<file path="src/rtl/constraint_stream_eval_pkg.sv">
// Shared types and helpers for the constraint stream evaluator.
// Optional per-channel combine selection is enabled by CSE_OP_SEL_EN.
package cse_pkg;

  typedef enum logic {ACCUM, REPORT} state_t;

  localparam logic [1:0] CSE_OP_OR  = 2'b00;
  localparam logic [1:0] CSE_OP_AND = 2'b01;
  localparam logic [1:0] CSE_OP_XOR = 2'b10;
  localparam logic [1:0] CSE_OP_ADD = 2'b11;

  // Increment that sticks at max instead of wrapping.
  function automatic logic [31:0] sat_add(input logic [31:0] v, input logic [31:0] max);
    return (v == max) ? v : v + 32'd1;
  endfunction

endpackage

</file>
<file path="src/rtl/constraint_stream_eval_channel.sv">
// One constraint lane: viol is set when combine(a, b) equals k modulo 2^WIDTH.
// With CSE_OP_SEL_EN the combine is selected by op, otherwise it is OR.
module cse_channel
  import cse_pkg::*;
#(
  parameter int WIDTH = 8
) (
  input  logic [WIDTH-1:0] a,
  input  logic [WIDTH-1:0] b,
  input  logic [WIDTH-1:0] k,
`ifdef CSE_OP_SEL_EN
  input  logic [1:0]       op,
`endif
  output logic             viol
);

  logic [WIDTH-1:0] comb;
  logic [WIDTH-1:0] diff;

  always_comb begin
`ifdef CSE_OP_SEL_EN
    case (op)
      CSE_OP_AND: comb = a & b;
      CSE_OP_XOR: comb = a ^ b;
      CSE_OP_ADD: comb = a + b;
      default:    comb = a | b;
    endcase
`else
    comb = a | b;
`endif
    diff = comb - k;
    viol = ~|diff;
  end

endmodule

</file>
<file path="src/rtl/constraint_stream_eval.sv">
// Streaming multi-channel constraint checker: accumulates per-frame violations
// and emits one verdict per frame. Optional op select via CSE_OP_SEL_EN.
module constraint_stream_eval
  import cse_pkg::*;
#(
  parameter int WIDTH  = 8,
  parameter int NUM_CH = 4,
  parameter int CNT_W  = 16
) (
  input  logic                    clk,
  input  logic                    rst,
  input  logic                    in_valid,
  output logic                    in_ready,
  input  logic [NUM_CH*WIDTH-1:0] in_a,
  input  logic [NUM_CH*WIDTH-1:0] in_b,
  input  logic                    in_last,
  input  logic [NUM_CH*WIDTH-1:0] cfg_k,
`ifdef CSE_OP_SEL_EN
  input  logic [2*NUM_CH-1:0]     cfg_op,
`endif
  output logic                    out_valid,
  input  logic                    out_ready,
  output logic                    out_pass,
  output logic [NUM_CH-1:0]       out_fail_mask,
  output logic [CNT_W-1:0]        out_fail_cnt,
  output logic [CNT_W-1:0]        out_beats
);

  localparam logic [CNT_W-1:0] CNT_MAX = '1;

  state_t            state, state_nxt;
  logic [NUM_CH-1:0] viol;
  logic [NUM_CH-1:0] acc_mask, mask_nxt;
  logic [CNT_W-1:0]  acc_fail, fail_nxt;
  logic [CNT_W-1:0]  acc_beats, beats_nxt;
  logic              accept;

  for (genvar c = 0; c < NUM_CH; c++) begin : g_ch
    cse_channel #(.WIDTH(WIDTH)) u_ch (
      .a    (in_a[c*WIDTH +: WIDTH]),
      .b    (in_b[c*WIDTH +: WIDTH]),
      .k    (cfg_k[c*WIDTH +: WIDTH]),
`ifdef CSE_OP_SEL_EN
      .op   (cfg_op[2*c +: 2]),
`endif
      .viol (viol[c])
    );
  end

  assign accept    = in_valid & in_ready;
  assign mask_nxt  = acc_mask | viol;
  assign fail_nxt  = (|viol) ? CNT_W'(sat_add(32'(acc_fail), 32'(CNT_MAX))) : acc_fail;
  assign beats_nxt = CNT_W'(sat_add(32'(acc_beats), 32'(CNT_MAX)));

  always_comb begin
    state_nxt = state;
    in_ready  = 1'b0;
    out_valid = 1'b0;
    case (state)
      ACCUM: begin
        in_ready = 1'b1;
        if (in_valid && in_last) state_nxt = REPORT;
      end
      REPORT: begin
        out_valid = 1'b1;
        if (out_ready) state_nxt = ACCUM;
      end
      default: state_nxt = ACCUM;
    endcase
  end

  always_ff @(posedge clk) begin
    if (rst) begin
      state         <= ACCUM;
      acc_mask      <= '0;
      acc_fail      <= '0;
      acc_beats     <= '0;
      out_pass      <= 1'b0;
      out_fail_mask <= '0;
      out_fail_cnt  <= '0;
      out_beats     <= '0;
    end else begin
      state <= state_nxt;
      if (accept) begin
        if (in_last) begin
          // Verdict includes the closing beat; accumulators restart for the next frame.
          out_pass      <= (mask_nxt == '0);
          out_fail_mask <= mask_nxt;
          out_fail_cnt  <= fail_nxt;
          out_beats     <= beats_nxt;
          acc_mask      <= '0;
          acc_fail      <= '0;
          acc_beats     <= '0;
        end else begin
          acc_mask  <= mask_nxt;
          acc_fail  <= fail_nxt;
          acc_beats <= beats_nxt;
        end
      end
    end
  end

endmodule

</file>
<file path="config.mk">
export PLATFORM = sky130hd
export DESIGN_NAME = constraint_stream_eval
export DESIGN_NICKNAME = d
export VERILOG_FILES = /design/src/rtl/constraint_stream_eval_pkg.sv /design/src/rtl/constraint_stream_eval_channel.sv /design/src/rtl/constraint_stream_eval.sv
export SDC_FILE = /design/constraint.sdc
export NUM_CORES = 1
export LEC_CHECK = 0
export ABC_AREA = 1
export CAP_MARGIN = 20
export CELL_PAD_IN_SITES_DETAIL_PLACEMENT = 1
export CELL_PAD_IN_SITES_GLOBAL_PLACEMENT = 2
export CORE_ASPECT_RATIO = 1.4
export CORE_UTILIZATION = 26
export CTS_CLUSTER_DIAMETER = 30
export DETAILED_ROUTE_END_ITERATION = 10
export GPL_ROUTABILITY_DRIVEN = 1
export PLACE_DENSITY = 0.8
export SLEW_MARGIN = 5
export SYNTH_ARGS = -nofsm -noshare
export SYNTH_HDL_FRONTEND = slang
export SYNTH_HIERARCHICAL = 1
export SYNTH_SLANG_ARGS = --single-unit
</file>
<file path="constraint.sdc">
create_clock -name clk -period 3.8 [get_ports clk]
set_input_delay 0.76 -clock clk [delete_from_list [all_inputs] [get_ports clk]]
set_output_delay 0.76 -clock clk [all_outputs]
set_load 0.02 [all_outputs]
</file>
==> qor.txt <==
Mapped Cells: 919
Mean Syn Cell Area: 6.13 um2
Initial DRC Count: 175
Pins Over Slew Limit: 0
Crit share post-route: 88.6%
Maxcap violations: 0
Count of final setup violators: 0
Top cell type's share of synthesized area: 26.3%
Main flop type after synthesis: dfxtp_1
Leakage: 0.00353 uW
Status: completed
Num Clock Sinks: 74
Initial antenna violation count: 0
Crit path max fanout: 12
DRT Wirelength: 16.3 mm
Crit path required time: 4.00 ns
Synth warn: 6
Post-CTS setup buffer count: 0
Slowest-stage cell, CP: clkdlybuf4s50_1
Synth top area cells: dfxtp_1, nand2_1, inv_1, ha_1, nand3_1
Reg2reg start: acc_fail[0]
RePlAce Congestion: 0.775
Count leader, synth: nand2_1
Hold Vio Cnt, Final: 0
Total die area: 0.0223 mm2
GRT Util Overall: 15.9%
Post-cts sizing count: 0
R2R depth: 11
Congestion Overflow GR: 0
Top-level I/O count: 140
Count of cell types in the netlist: 34
Starting density of the core: 26.6%
DR vias: 5,998
Most frequent cells after synthesis: nand2_1, inv_1, dfxtp_1, nand3_1, nor2_1
Hold Crit Depth: 2
Share of flip-flops with an asynchronous set or reset: 0%
# rows: 63
Worst Setup Path Type: primary input to register
Startpoint Class: primary input
Clock Path Buffers: 2
Largest net degree at the start of global routing: 36
Floorplan core area: 0.0212 mm2
Fin nets: 1,190
Min Hold Slack: 0.446 ns
Routed vias/inst: 4.53
Worst Tran Pin Value: 0.694 ns
Hpwl dp: 13.4 mm
Wire per inst: 12.3 um
PwrDens: 277 mW/mm2
CTS Hold Bufs: 0
Later-pin clock latency in the skew report: 0.34 ns
Crit-path cells: clkdlybuf4s50_1 > or2_2 > ha_1 > or2_4 > nand3b_1 > nand2_1 > nor2_2 > nand3_1 > nor2_1 > nor2_1 > nand2_1 > buf_4 > nand3_1 > o21ai_0 > nand3_1 > nand2_1 > a21oi_1
Clk pin slew, worst setup/hold paths: 0.06 ns
Antenna diodes: 0
Crit Reg-Reg Endpoint: acc_fail[3]
Htree depth: 3
Clk_skew: 0.00843 ns
Die X: 126 um
Worst stage delay on the critical path: 0.39 ns
WHS Endpoint: acc_mask[3]
Setup TNS: 0 ns
Peak Freq: 297 MHz
Hold_sp: acc_mask[3]
Layout cells sized above 1: 10.4%
Syn-to-layout area delta: 35.0%
Vert. Die Dim: 176 um
RSZ-0062 raised after global routing: false
Net Count, Synth: 1,050
DR pass1 iterations: 4
Crit-path leading delay family: simple AND/OR/NAND/NOR gates
Final-layout fill cell count: 2,702
Number of global-route vias before repair: 6,314
Reg2Reg Setup Slack: 1.89 ns
WP buf/inv: 2
First-pass GRT wire length: 28.7 mm
Root Driver: clkbuf_16
Relative slew margins: 53.7%
Post-route ant nets: 0
EDFF count, synth: 0
CP Capture Type: register
Synth Register Bits: 74
TritonCTS clock tree: yes
Residual DRC: 0
Clock period minus final worst setup slack: 3.37 ns
Max rail drop VDD: 0.155 mV
CP Data Arrival Time: 3.57 ns
Hold Crit Class: register to register
Stages on the worst setup path: 17
Num CTS Buffers: 9
# port buffers: 139
Seq/Total Area, Yosys: 26.3%
Mapped Area: 0.00563 mm2
Area leader, netlist: dfxtp_1
## worst reg2reg max path, delay by kind of cell (launching register included)
family          cells  cell delay [ns]
fa+ha+maj           1             0.38
simple gates        7             0.66
flops               1             0.46
compound gates      1             0.12
buf+inv             2             0.23
## metal layers
layer,wire length (um),vias up,global-route usage (%)
met3,519,18,3.00
li1,-,3131,-
met2,8730,101,30.9
met4,213,0,4.27
met5,0,-,0
met1,6860,2748,17.3
## sequential cells by signal (all words and copies together) (netlist names)
signal / count
acc_beats: 16
acc_fail: 16
acc_mask: 4
out_beats: 16
out_fail_cnt: 16
out_fail_mask: 4
out_pass: 1
state: 1
## through the flow
step	area, um2	utilization (%)	worst slack, ns	instances	power [uW]
6_report	7600	35.9	0.434	1324	2100
5_1_grt	7600	35.9	0.115	1324	2240
4_1_cts	7600	35.9	0.405	1324	2150
3_5_place_dp	7320	34.5	0.0418	1308	1300
3_3_place_gp	7320	34.5	0.0567	1308	1290
2_1_floorplan	5630	-	0.891	919	1100
## worst max path at each step
stage                        start           end  slack (ns)
final                     in_b[18]  acc_fail[14]        0.43
after global routing      in_b[12]  acc_fail[13]        0.11
after CTS                 in_b[26]  acc_fail[14]        0.40
after global placement    in_b[26]  acc_fail[13]        0.06
after detailed placement  in_b[26]  acc_fail[14]        0.04
after floorplan            in_b[2]   acc_fail[6]        0.89
## cell usage in the layout (no fill, tap or decap), types with 4 or more instances in the layout
cell,n
xnor2_1,4
nor2_1,50
ha_1,30
nand3_1,74
nor2_2,12
xor2_1,8
inv_2,7
o21ai_1,5
nand2_1,349
nand3b_1,9
or2_4,4
dfxtp_1,74
buf_4,10
clkdlybuf4s50_1,139
nor2_4,8
o21ai_0,14
clkbuf_1,4
nand2_2,11
clkbuf_16,9
a21oi_1,42
inv_1,133
nand3_2,13
or2_2,25
nand4_1,11
nand3b_4,4
## report_power, final
group | switching, uW | internal, uW | total, uW
combinational | 250 | 230 | 480
clock | 330 | 508 | 838
sequential | 4.64 | 782 | 787
## cell type report
cell class | count | area, um2 | share of cell area (%)
multi-input combinational | 685 | 3520 | 46.3
sequential | 74 | 1480 | 19.5
timing repair buffer | 149 | 1470 | 19.3
inverter | 140 | 526 | 6.91
tap | 260 | 325 | 4.28
clock buffer | 13 | 240 | 3.16
clock inverter | 3 | 40.0 | 0.527
## cell families after synthesis
| logic type | share of synthesized area (%) |
|---|---|
| AOI/OAI and AO/OA | 6.40 |
| xor gates and xnor gates | 1.87 |
| adders and majority gates | 6.67 |
| buffers and inverters | 11.2 |
| DFF | 26.3 |
| and+or+nand+nor | 47.6 |
Power figures use the tool's default switching activity.
